**src/rtl/text_console_pkg.sv**
```systemverilog
// rtl/text_console_pkg.sv - shared states and control-code constants for the text console controller
package text_console_pkg;

    typedef enum logic [2:0] {
        IDLE    = 3'd0,
        SCR_RD  = 3'd1,
        SCR_WR  = 3'd2,
        CLR_ROW = 3'd3,
        CLR_ALL = 3'd4
    } state_t;

    localparam logic [7:0] CHAR_SPACE = 8'h20;
    localparam logic [7:0] CHAR_LF    = 8'h0A;
    localparam logic [7:0] CHAR_CR    = 8'h0D;
    localparam logic [7:0] CHAR_BS    = 8'h08;
    localparam logic [7:0] CHAR_FF    = 8'h0C;
    localparam logic [7:0] CHAR_DEL   = 8'h7F;

endpackage

```
**src/rtl/text_console_cursor.sv**
```systemverilog
// rtl/text_console_cursor.sv - cursor column/row plus incrementally maintained linear VRAM address
//
// Ports:
//   clk, rst_n         clock, synchronous active-low reset (cursor homes)
//   cmd_advance        move one column right, wrapping to the next row
//   cmd_newline        column 0, next row (row held on the last row)
//   cmd_cr             column 0, same row
//   cmd_bs             one column left unless already at column 0
//   cmd_home           cursor to (0,0)
//   col, row, addr     current cursor position and its row*COLS+col address
//   wrap               the command presented this cycle moves to a new row
//   scroll_needed      cursor is on the last row, so a wrap must scroll
module text_console_cursor #(
    parameter int COLS       = 80,
    parameter int ROWS       = 60,
    parameter int ADDR_WIDTH = 13,
    parameter int COL_W      = $clog2(COLS),
    parameter int ROW_W      = $clog2(ROWS)
) (
    input  logic                  clk,
    input  logic                  rst_n,
    input  logic                  cmd_advance,
    input  logic                  cmd_newline,
    input  logic                  cmd_cr,
    input  logic                  cmd_bs,
    input  logic                  cmd_home,
    output logic [COL_W-1:0]      col,
    output logic [ROW_W-1:0]      row,
    output logic [ADDR_WIDTH-1:0] addr,
    output logic                  wrap,
    output logic                  scroll_needed
);

    localparam logic [COL_W-1:0]      LAST_COL   = COL_W'(COLS - 1);
    localparam logic [ROW_W-1:0]      LAST_ROW   = ROW_W'(ROWS - 1);
    localparam logic [ADDR_WIDTH-1:0] COLS_A     = ADDR_WIDTH'(COLS);
    localparam logic [ADDR_WIDTH-1:0] LAST_COL_A = ADDR_WIDTH'(COLS - 1);

    logic                  at_last_col;
    logic                  at_last_row;
    logic [ADDR_WIDTH-1:0] col_a;

    assign at_last_col   = (col == LAST_COL);
    assign at_last_row   = (row == LAST_ROW);
    assign col_a         = ADDR_WIDTH'(col);
    assign wrap          = (cmd_advance && at_last_col) || cmd_newline;
    assign scroll_needed = at_last_row;

    // The address tracks the cursor by add/subtract only; the row start is
    // recovered as addr-col, so no multiplier is ever needed.
    always_ff @(posedge clk) begin
        if (!rst_n || cmd_home) begin
            col  <= '0;
            row  <= '0;
            addr <= '0;
        end else if (cmd_advance) begin
            if (at_last_col) begin
                col <= '0;
                if (at_last_row) begin
                    // Scroll will move this row up; cursor lands at its start.
                    addr <= addr - LAST_COL_A;
                end else begin
                    row  <= row + 1'b1;
                    addr <= addr + 1'b1;
                end
            end else begin
                col  <= col + 1'b1;
                addr <= addr + 1'b1;
            end
        end else if (cmd_newline) begin
            col <= '0;
            if (at_last_row) begin
                addr <= addr - col_a;
            end else begin
                row  <= row + 1'b1;
                addr <= addr - col_a + COLS_A;
            end
        end else if (cmd_cr) begin
            col  <= '0;
            addr <= addr - col_a;
        end else if (cmd_bs && (col != '0)) begin
            col  <= col - 1'b1;
            addr <= addr - 1'b1;
        end
    end

endmodule

```
**src/rtl/text_console_ctrl.sv**
```systemverilog
// rtl/text_console_ctrl.sv - byte-stream text console: glyph writes, clear and scroll on the VRAM CPU port
//
// Ports:
//   clk, rst_n                     clock, synchronous active-low reset
//   char_valid/char_data/char_ready byte stream in; transfer on valid && ready
//   vram_we/vram_addr/vram_wdata   registered VRAM CPU port
//   vram_rdata                     VRAM read data for the address currently on vram_addr
//   cursor_col, cursor_row         cursor position
//   busy                           clear or scroll sequence running
module text_console_ctrl #(
    parameter int COLS       = 80,
    parameter int ROWS       = 60,
    parameter int ADDR_WIDTH = 13
) (
    input  logic                      clk,
    input  logic                      rst_n,
    input  logic                      char_valid,
    input  logic [7:0]                char_data,
    output logic                      char_ready,
    output logic                      vram_we,
    output logic [ADDR_WIDTH-1:0]     vram_addr,
    output logic [7:0]                vram_wdata,
    input  logic [7:0]                vram_rdata,
    output logic [$clog2(COLS)-1:0]   cursor_col,
    output logic [$clog2(ROWS)-1:0]   cursor_row,
    output logic                      busy
);

    import text_console_pkg::*;

    localparam int COL_W = $clog2(COLS);
    localparam int ROW_W = $clog2(ROWS);
    localparam int TOTAL = COLS * ROWS;

    localparam logic [ADDR_WIDTH-1:0] LAST_ADDR     = ADDR_WIDTH'(TOTAL - 1);
    localparam logic [ADDR_WIDTH-1:0] FIRST_SRC     = ADDR_WIDTH'(COLS);
    localparam logic [ADDR_WIDTH-1:0] LAST_ROW_BASE = ADDR_WIDTH'(TOTAL - COLS);

    state_t                state_q, state_d;
    logic [ADDR_WIDTH-1:0] cnt_q, cnt_d;

    logic                  we_d;
    logic [ADDR_WIDTH-1:0] addr_d;
    logic [7:0]            wdata_d;

    logic                  accept;
    logic                  is_print;
    logic                  cmd_advance, cmd_newline, cmd_cr, cmd_bs, cmd_home;
    logic [ADDR_WIDTH-1:0] cur_addr;
    logic                  cur_wrap, cur_scroll_needed;
    logic                  start_scroll;

    assign char_ready   = (state_q == IDLE);
    assign busy         = (state_q != IDLE);
    assign accept       = char_valid && char_ready;
    assign is_print     = (char_data >= CHAR_SPACE) && (char_data != CHAR_DEL);
    assign start_scroll = cur_wrap && cur_scroll_needed;

    text_console_cursor #(
        .COLS       (COLS),
        .ROWS       (ROWS),
        .ADDR_WIDTH (ADDR_WIDTH),
        .COL_W      (COL_W),
        .ROW_W      (ROW_W)
    ) u_cursor (
        .clk           (clk),
        .rst_n         (rst_n),
        .cmd_advance   (cmd_advance),
        .cmd_newline   (cmd_newline),
        .cmd_cr        (cmd_cr),
        .cmd_bs        (cmd_bs),
        .cmd_home      (cmd_home),
        .col           (cursor_col),
        .row           (cursor_row),
        .addr          (cur_addr),
        .wrap          (cur_wrap),
        .scroll_needed (cur_scroll_needed)
    );

    // State, sequence counter and the registered VRAM port. Reset parks the
    // FSM in CLR_ALL so the screen is always blanked after reset.
    always_ff @(posedge clk) begin
        if (!rst_n) begin
            state_q    <= CLR_ALL;
            cnt_q      <= '0;
            vram_we    <= 1'b0;
            vram_addr  <= '0;
            vram_wdata <= CHAR_SPACE;
        end else begin
            state_q    <= state_d;
            cnt_q      <= cnt_d;
            vram_we    <= we_d;
            vram_addr  <= addr_d;
            vram_wdata <= wdata_d;
        end
    end

    // cnt_q is the scroll source address in SCR_RD/SCR_WR and the write
    // address in CLR_ROW/CLR_ALL.
    always_comb begin
        state_d = state_q;
        cnt_d   = cnt_q;
        unique case (state_q)
            IDLE: begin
                if (accept) begin
                    if (char_data == CHAR_FF) begin
                        state_d = CLR_ALL;
                        cnt_d   = '0;
                    end else if (start_scroll) begin
                        state_d = SCR_RD;
                        cnt_d   = FIRST_SRC;
                    end
                end
            end
            SCR_RD: state_d = SCR_WR;
            SCR_WR: begin
                if (cnt_q == LAST_ADDR) begin
                    state_d = CLR_ROW;
                    cnt_d   = LAST_ROW_BASE;
                end else begin
                    state_d = SCR_RD;
                    cnt_d   = cnt_q + 1'b1;
                end
            end
            CLR_ROW, CLR_ALL: begin
                if (cnt_q == LAST_ADDR) begin
                    state_d = IDLE;
                end else begin
                    cnt_d = cnt_q + 1'b1;
                end
            end
            default: begin
                state_d = CLR_ALL;
                cnt_d   = '0;
            end
        endcase
    end

    // Port values computed here appear on the VRAM port next cycle. The read
    // address issued in SCR_RD is on the port during SCR_WR, whose
    // vram_rdata is then copied COLS addresses lower.
    always_comb begin
        we_d        = 1'b0;
        addr_d      = vram_addr;
        wdata_d     = vram_wdata;
        cmd_advance = 1'b0;
        cmd_newline = 1'b0;
        cmd_cr      = 1'b0;
        cmd_bs      = 1'b0;
        cmd_home    = 1'b0;
        unique case (state_q)
            IDLE: begin
                if (accept) begin
                    if (is_print) begin
                        we_d        = 1'b1;
                        addr_d      = cur_addr;
                        wdata_d     = char_data;
                        cmd_advance = 1'b1;
                    end else if (char_data == CHAR_LF) begin
                        cmd_newline = 1'b1;
                    end else if (char_data == CHAR_CR) begin
                        cmd_cr = 1'b1;
                    end else if (char_data == CHAR_BS) begin
                        cmd_bs = 1'b1;
                    end else if (char_data == CHAR_FF) begin
                        cmd_home = 1'b1;
                    end
                end
            end
            SCR_RD: addr_d = cnt_q;
            SCR_WR: begin
                we_d    = 1'b1;
                addr_d  = cnt_q - FIRST_SRC;
                wdata_d = vram_rdata;
            end
            CLR_ROW, CLR_ALL: begin
                we_d    = 1'b1;
                addr_d  = cnt_q;
                wdata_d = CHAR_SPACE;
            end
            default: ;
        endcase
    end

endmodule
```
**config.mk**
```make
export PLATFORM = sky130hd
export DESIGN_NAME = text_console_ctrl
export DESIGN_NICKNAME = d
export VERILOG_FILES = /design/src/rtl/text_console_pkg.sv /design/src/rtl/text_console_cursor.sv /design/src/rtl/text_console_ctrl.sv
export SDC_FILE = /design/constraint.sdc
export NUM_CORES = 1
export LEC_CHECK = 0
export ABC_CLOCK_PERIOD_IN_PS = 3700
export CORE_MARGIN = 2
export CORE_UTILIZATION = 58
export DETAILED_ROUTE_END_ITERATION = 6
export PLACE_DENSITY = 0.81
export SYNTH_ARGS = -nofsm -noshare
export SYNTH_HDL_FRONTEND = slang
export SYNTH_HIERARCHICAL = 1
export SYNTH_SLANG_ARGS = --single-unit
```
**constraint.sdc**
```tcl
create_clock -name clk -period 3.7 [get_ports clk]
set_input_delay 0.74 -clock clk [delete_from_list [all_inputs] [get_ports clk]]
set_output_delay 0.74 -clock clk [all_outputs]
set_load 0.05 [all_outputs]
```
## After elaboration in Yosys (flattened, before gate mapping)

Cells that the tools add are included.

| cells by class | value |
|---|---|
| add/subtract/negate cells | 10 |
| order comparisons | 1 |
| equality and inequality tests | 18 |
| muxes and demuxes | 60 |
| bitwise logic cells | 1 |
| reductions and logical operators | 23 |

Operators by type and width:

| operator | count |
|---|---|
| $mux W13 | 14 |
| $pmux W13 S4 | 1 |
| $pmux W13 S3 | 1 |
| $mux W7 | 5 |
| $eq A8 B4 Y1 const B | 4 |
| $add A13 B1 Y13 const B | 2 |
| $sub A13 B7 Y13 const B | 2 |
| $mux W1 | 25 |
| $mux W6 | 4 |
| $pmux W8 S3 | 1 |
| $mux W8 | 2 |
| $add A13 B7 Y13 const B | 1 |
| $eq A13 B13 Y1 const B | 1 |
| $sub A13 B1 Y13 const B | 1 |
| $sub A13 B7 Y13 | 1 |
| $mux W3 | 4 |
| $pmux W3 S4 | 1 |
| $reduce_and A3 Y1 | 3 |
| $reduce_bool A3 Y1 | 3 |
| $ge A8 B6 Y1 const B | 1 |
| $ne A8 B7 Y1 const B | 1 |
| $add A7 B1 Y7 const B | 1 |
| $eq A7 B7 Y1 const B | 1 |
| $reduce_bool A7 Y1 | 1 |
| other kinds (22) | 32 |

| storage, ports and cells | value |
|---|---|
| register bits after elaboration | 64 |
| bits of input ports | 19 |
| output and inout port bits | 37 |
| logic and storage cells | 121 |

## Depth between registers and ports, before layout

| depth | value |
|---|---|
| depth in word-level cells | 12 |
| mapped depth | 15 |
| depth with buffers taken out | 14 |

## Modules after synthesis

Netlist, hierarchy kept.

Modules (own cells, without submodules):

| module | times used | cells an instance | area each (um^2) | seq. area each (um^2) |
|---|---|---|---|---|
| text_console_cursor | 1 | 396 | 2786.4 | 520.5 |
| text_console_ctrl | 1 | 351 | 2613.8 | 760.7 |

## Worst setup path before layout

Ideal clock, no wire load.

| timing | value |
|---|---|
| path kind | flip-flop to flip-flop |
| start | reg state_q[0] |
| end | reg u_cursor.addr[12] |
| arrival time | 3.603 ns |
| required time | 3.573 ns |
| setup slack | -0.030 ns |
| stages on the path, launching flop included | 14 |
| cells stage by stage | dfxtp_1 clkbuf_1 nor2_1 nand2_1 inv_1 nand2_1 or2_2 nor4_1 clkbuf_1 mux2_2 nand2_1 o221a_2 a211oi_1 or3_1 |

| on the way | value |
|---|---|
| longest elaborated chain between the ends | 7 |

Ends and longest elaborated chain:

| item | line | RTL |
|---|---|---|
| start, declared | text_console_ctrl.sv:39 | `state_t state_q, state_d;` |
| start signal, assigned | text_console_ctrl.sv:90 | `state_q <= state_d;` |
| $logic_not A3 Y1 (*) | text_console_ctrl.sv:53 | `assign char_ready = (state_q == IDLE);` |
| named net char_ready | text_console_ctrl.sv:19 | `output logic char_ready,` |
| $logic_and A1 B1 Y1 | text_console_ctrl.sv:55 | `assign accept = char_valid && char_ready;` |
| $mux W1 | text_console_ctrl.sv:153 | `if (accept) begin` |
| $mux W1 (*) | text_console_ctrl.sv:151 | `unique case (state_q)` |
| named net cmd_cr | text_console_ctrl.sv:48 | `logic cmd_advance, cmd_newline, cmd_cr, cmd_bs, cmd_home;` |
| $mux W13 | text_console_cursor.sv:78 | `end else if (cmd_cr) begin` |
| $mux W13 | text_console_cursor.sv:70 | `end else if (cmd_newline) begin` |
| $mux W13 | text_console_cursor.sv:56 | `end else if (cmd_advance) begin` |
| end signal, assigned | text_console_cursor.sv:61 | `addr <= addr - LAST_COL_A;` |
| end signal, assigned | text_console_cursor.sv:73 | `addr <= addr - col_a;` |
| end signal, assigned | text_console_cursor.sv:80 | `addr <= addr - col_a;` |
| end, declared | text_console_cursor.sv:29 | `output logic [ADDR_WIDTH-1:0] addr,` |

Mark *: on every way through the listed nets, which the timed path passes. The rest lies on a longest branch.
A chain may end at the register's enable or synchronous reset.

## Worst setup path in the final report

| timing | value |
|---|---|
| start | in char_data[4] |
| end | reg u_cursor.addr[11] |

| on the way | value |
|---|---|
| longest elaborated chain between the ends | 9 |

Ends and longest elaborated chain:

| item | line | RTL |
|---|---|---|
| start, declared | text_console_ctrl.sv:18 | `input logic [7:0] char_data,` |
| branches (longest 3 deep; another with $ge A8 B6 Y1) | n/a |  |
| $mux W1 (*) | text_console_ctrl.sv:154 | `if (is_print) begin` |
| $mux W1 (*) | text_console_ctrl.sv:153 |  |
| $mux W1 (*) | text_console_ctrl.sv:151 |  |
| named net cmd_cr | text_console_ctrl.sv:48 |  |
| $mux W13 | text_console_cursor.sv:78 |  |
| $mux W13 | text_console_cursor.sv:70 |  |
| $mux W13 | text_console_cursor.sv:56 |  |

Mark *: on every way through the listed nets, which the timed path passes.

==> run summary <==
Hold slack -> 0.482 ns
Detail Route Antenna Nets -> 0
Syn Area/Cell -> 7.23 sq um
Top-count cell post-synth -> nand2_1
Sequential area share after synthesis -> 23.7%
Number of global-route vias before repair -> 5,682
GR Util All Layers -> 34.6%
Yosys warns -> 6
Gr ovfl total -> 0
Most instantiated cells after synthesis -> nand2_1, nor2_1, dfxtp_1, a21oi_1, o21ai_0
Unique cell type count in the Yosys netlist -> 83
CTS root buffer -> clkbuf_8
Vias/cell -> 6.77
Die area -> 10,100 sq um
Critical Path RT -> 3.92 ns
Gate Count Post-Synth -> 747
Finished Cell Area -> 6380 sq um
Crit path capture type -> flop
Post-synth ARST share -> 0%
Area leader, netlist -> dfxtp_1
Final Hold Vio Count -> 0
Setup CP Type -> in -> reg
DRC -> 0
Via count -> 6,220
Critical Path AT -> 3.77 ns
Share of layout cells above drive strength 1 -> 11.6%
CTS Buffer Depth -> 2
Setup TNS -> 0 ns
Initial cell density of the core -> 59.0%
Resized Gates After CTS -> 0
Port bufs -> 55
Seq cells post-synth -> 64
H-Tree Depth -> 3
Slew margin rel. -> 35.5%
Power after layout -> 0.00489 W
Final HPWL DP -> 12,500 microns
First-pass GRT wire length -> 28,200 microns
Initial antenna violation count -> 0
Nets -> 840
# diodes -> 0
Worst-skew pair later-pin latency -> 0.35 ns
Grt met3 use -> 5.13%
Grt met1 use -> 45.0%
Initial DRC Count -> 448
EDFF count, synth -> 0
Core Region -> 9150 sq um
GR Util met2 -> 58.0%
Max Slew Vio Count -> 0
Row cnt -> 35
Ranking of synthesized cells by area -> dfxtp_1, nand2_1, a21oi_1
Multi-input logic area -> 3830 sq um
WL/cell -> 19.1 microns
Area grow syn2layout -> 18.2%
Final core occ -> 69.7%
CP Max Fanout -> 4
Origin of the worst setup path -> char_data[4]
Final period util -> 96.0%
Max Fclk -> 282 MHz
Largest net degree at the start of global routing -> 41
DR pass1 iterations -> 6
Post-place instance area -> 6220 sq um
Synth Flop Type -> dfxtp_1
TritonCTS clock tree -> yes
Outcome -> completed
Transition time of the tightest slew-check pin -> 0.964 ns
Hold_buf cts -> 0
Min cycle time layout -> 3.55 ns
Post-CTS setup buffer count -> 0
Yosys top cell area share -> 23.7%
Final wirelength -> 17,600 microns
Gpl congestion -> 0.988
Worst setup SP type -> primary input
Lkg Pwr -> 2.39 nW
HP Class -> reg -> reg
Synthesized area -> 5400 sq um
Fill cell count -> 764
Reg clk slew, reported paths -> 0.08 ns
Worst VDD drop -> 714 uV
RSZ-0062 raised after global routing -> no
Hold_sp -> vram_wdata[5]
Final setup violation count -> 0
Chip width -> 100 microns
Total CTS buffers -> 9
Num ports -> 56
# Max-Cap Violations -> 0
Worst Skew -> 0.0110 ns
Die height -> 100 microns
Post-Syn Nets -> 784
Most used routing layer -> met2
PD cells -> 767 nW/um^2
Register Area -> 1280 sq um
R2r startpoint -> u_cursor/col[1]
Clock sinks -> 64
## metal layers
| metal | wire, microns | vias up | part of all wire (%) |
|---|---|---|---|
| met2 | 8270 | 376 | 47 |
| met3 | 1580 | 68 | 9.0 |
| met5 | 0 | - | 0 |
| met4 | 633 | 0 | 3.6 |
| met1 | 7100 | 2880 | 40 |
| li1 | - | 2896 | - |
## critical path: stages
cell	delay [ns]
clkdlybuf4s50_1	0.42
or4_4	0.55
or2_2	0.31
nor4_2	0.27
or3b_2	0.47
o21ai_0	0.20
buf_4	0.17
a21oi_1	0.07
a41o_1	0.24
a221oi_1	0.21
o22ai_1	0.13
## registers in the layout, summed over array words and instances, names as in the netlist
name and count:
state_q 3, cnt_q 13, vram_addr 13, u_cursor/row 6, vram_we 1, u_cursor/addr 13, u_cursor/col 7, vram_wdata 8
## cell usage in the layout (no fill, tap or decap), types with 17 or more instances in the layout
master,synthesis,final
a21oi_1,56,56
ha_1,17,17
nor3_1,25,25
buf_4,0,38
clkdlybuf4s50_1,0,55
dfxtp_1,64,64
o21ai_0,44,44
a31oi_1,17,17
nand2_1,95,95
nand3_1,17,17
inv_1,27,26
nor2_1,70,69
## path summary, 6_finish.rpt
path / to / slack (ns) / depth (start not counted)
worst max register to register: u_cursor/addr[12] / 0.26 / 14
worst max-delay path: u_cursor/addr[11] / 0.15 / 11
worst min register to register: vram_wdata[5] / 0.48 / 2
worst min-delay path: vram_wdata[5] / 0.48 / 2
## through the flow
step	instances	setup WS [ns]
after floorplan	747	0.0909
after global placement	903	-0.0634
after detailed placement	903	-0.105
after CTS	919	0.206
after global routing	919	0.0167
final	919	0.148
## cells by family after synthesis
family                   count (synthesis)  synth area share, %
adder cells (fa/ha/maj)                 18                 4.31
flip-flops                              64                 23.7
AND/OR/NAND/NOR                        313                 29.9
AO/OA/AOI/OAI                          242                 30.8
XOR/XNOR                                22                 3.57
multiplexers                            11                 2.09
buffers and inverters                   77                 5.58
## cell type report
| class | count | area share [%] |
|---|---|---|
| multi-input combinational | 606 | 60.1 |
| tap | 111 | 2.18 |
| sequential | 64 | 20.1 |
| clock buffer | 10 | 2.00 |
| clock inverter | 6 | 0.569 |
| timing repair buffer | 94 | 13.4 |
| inverter | 28 | 1.71 |
## where the power goes
group          internal, W  switching (W)  total [W]
logic              0.00123        0.00206    0.00329
registers         0.000836       0.000211    0.00105
clock network     0.000240       0.000316   0.000556
total              0.00231        0.00259    0.00489
No activity file was read; power rests on OpenSTA's default activity.
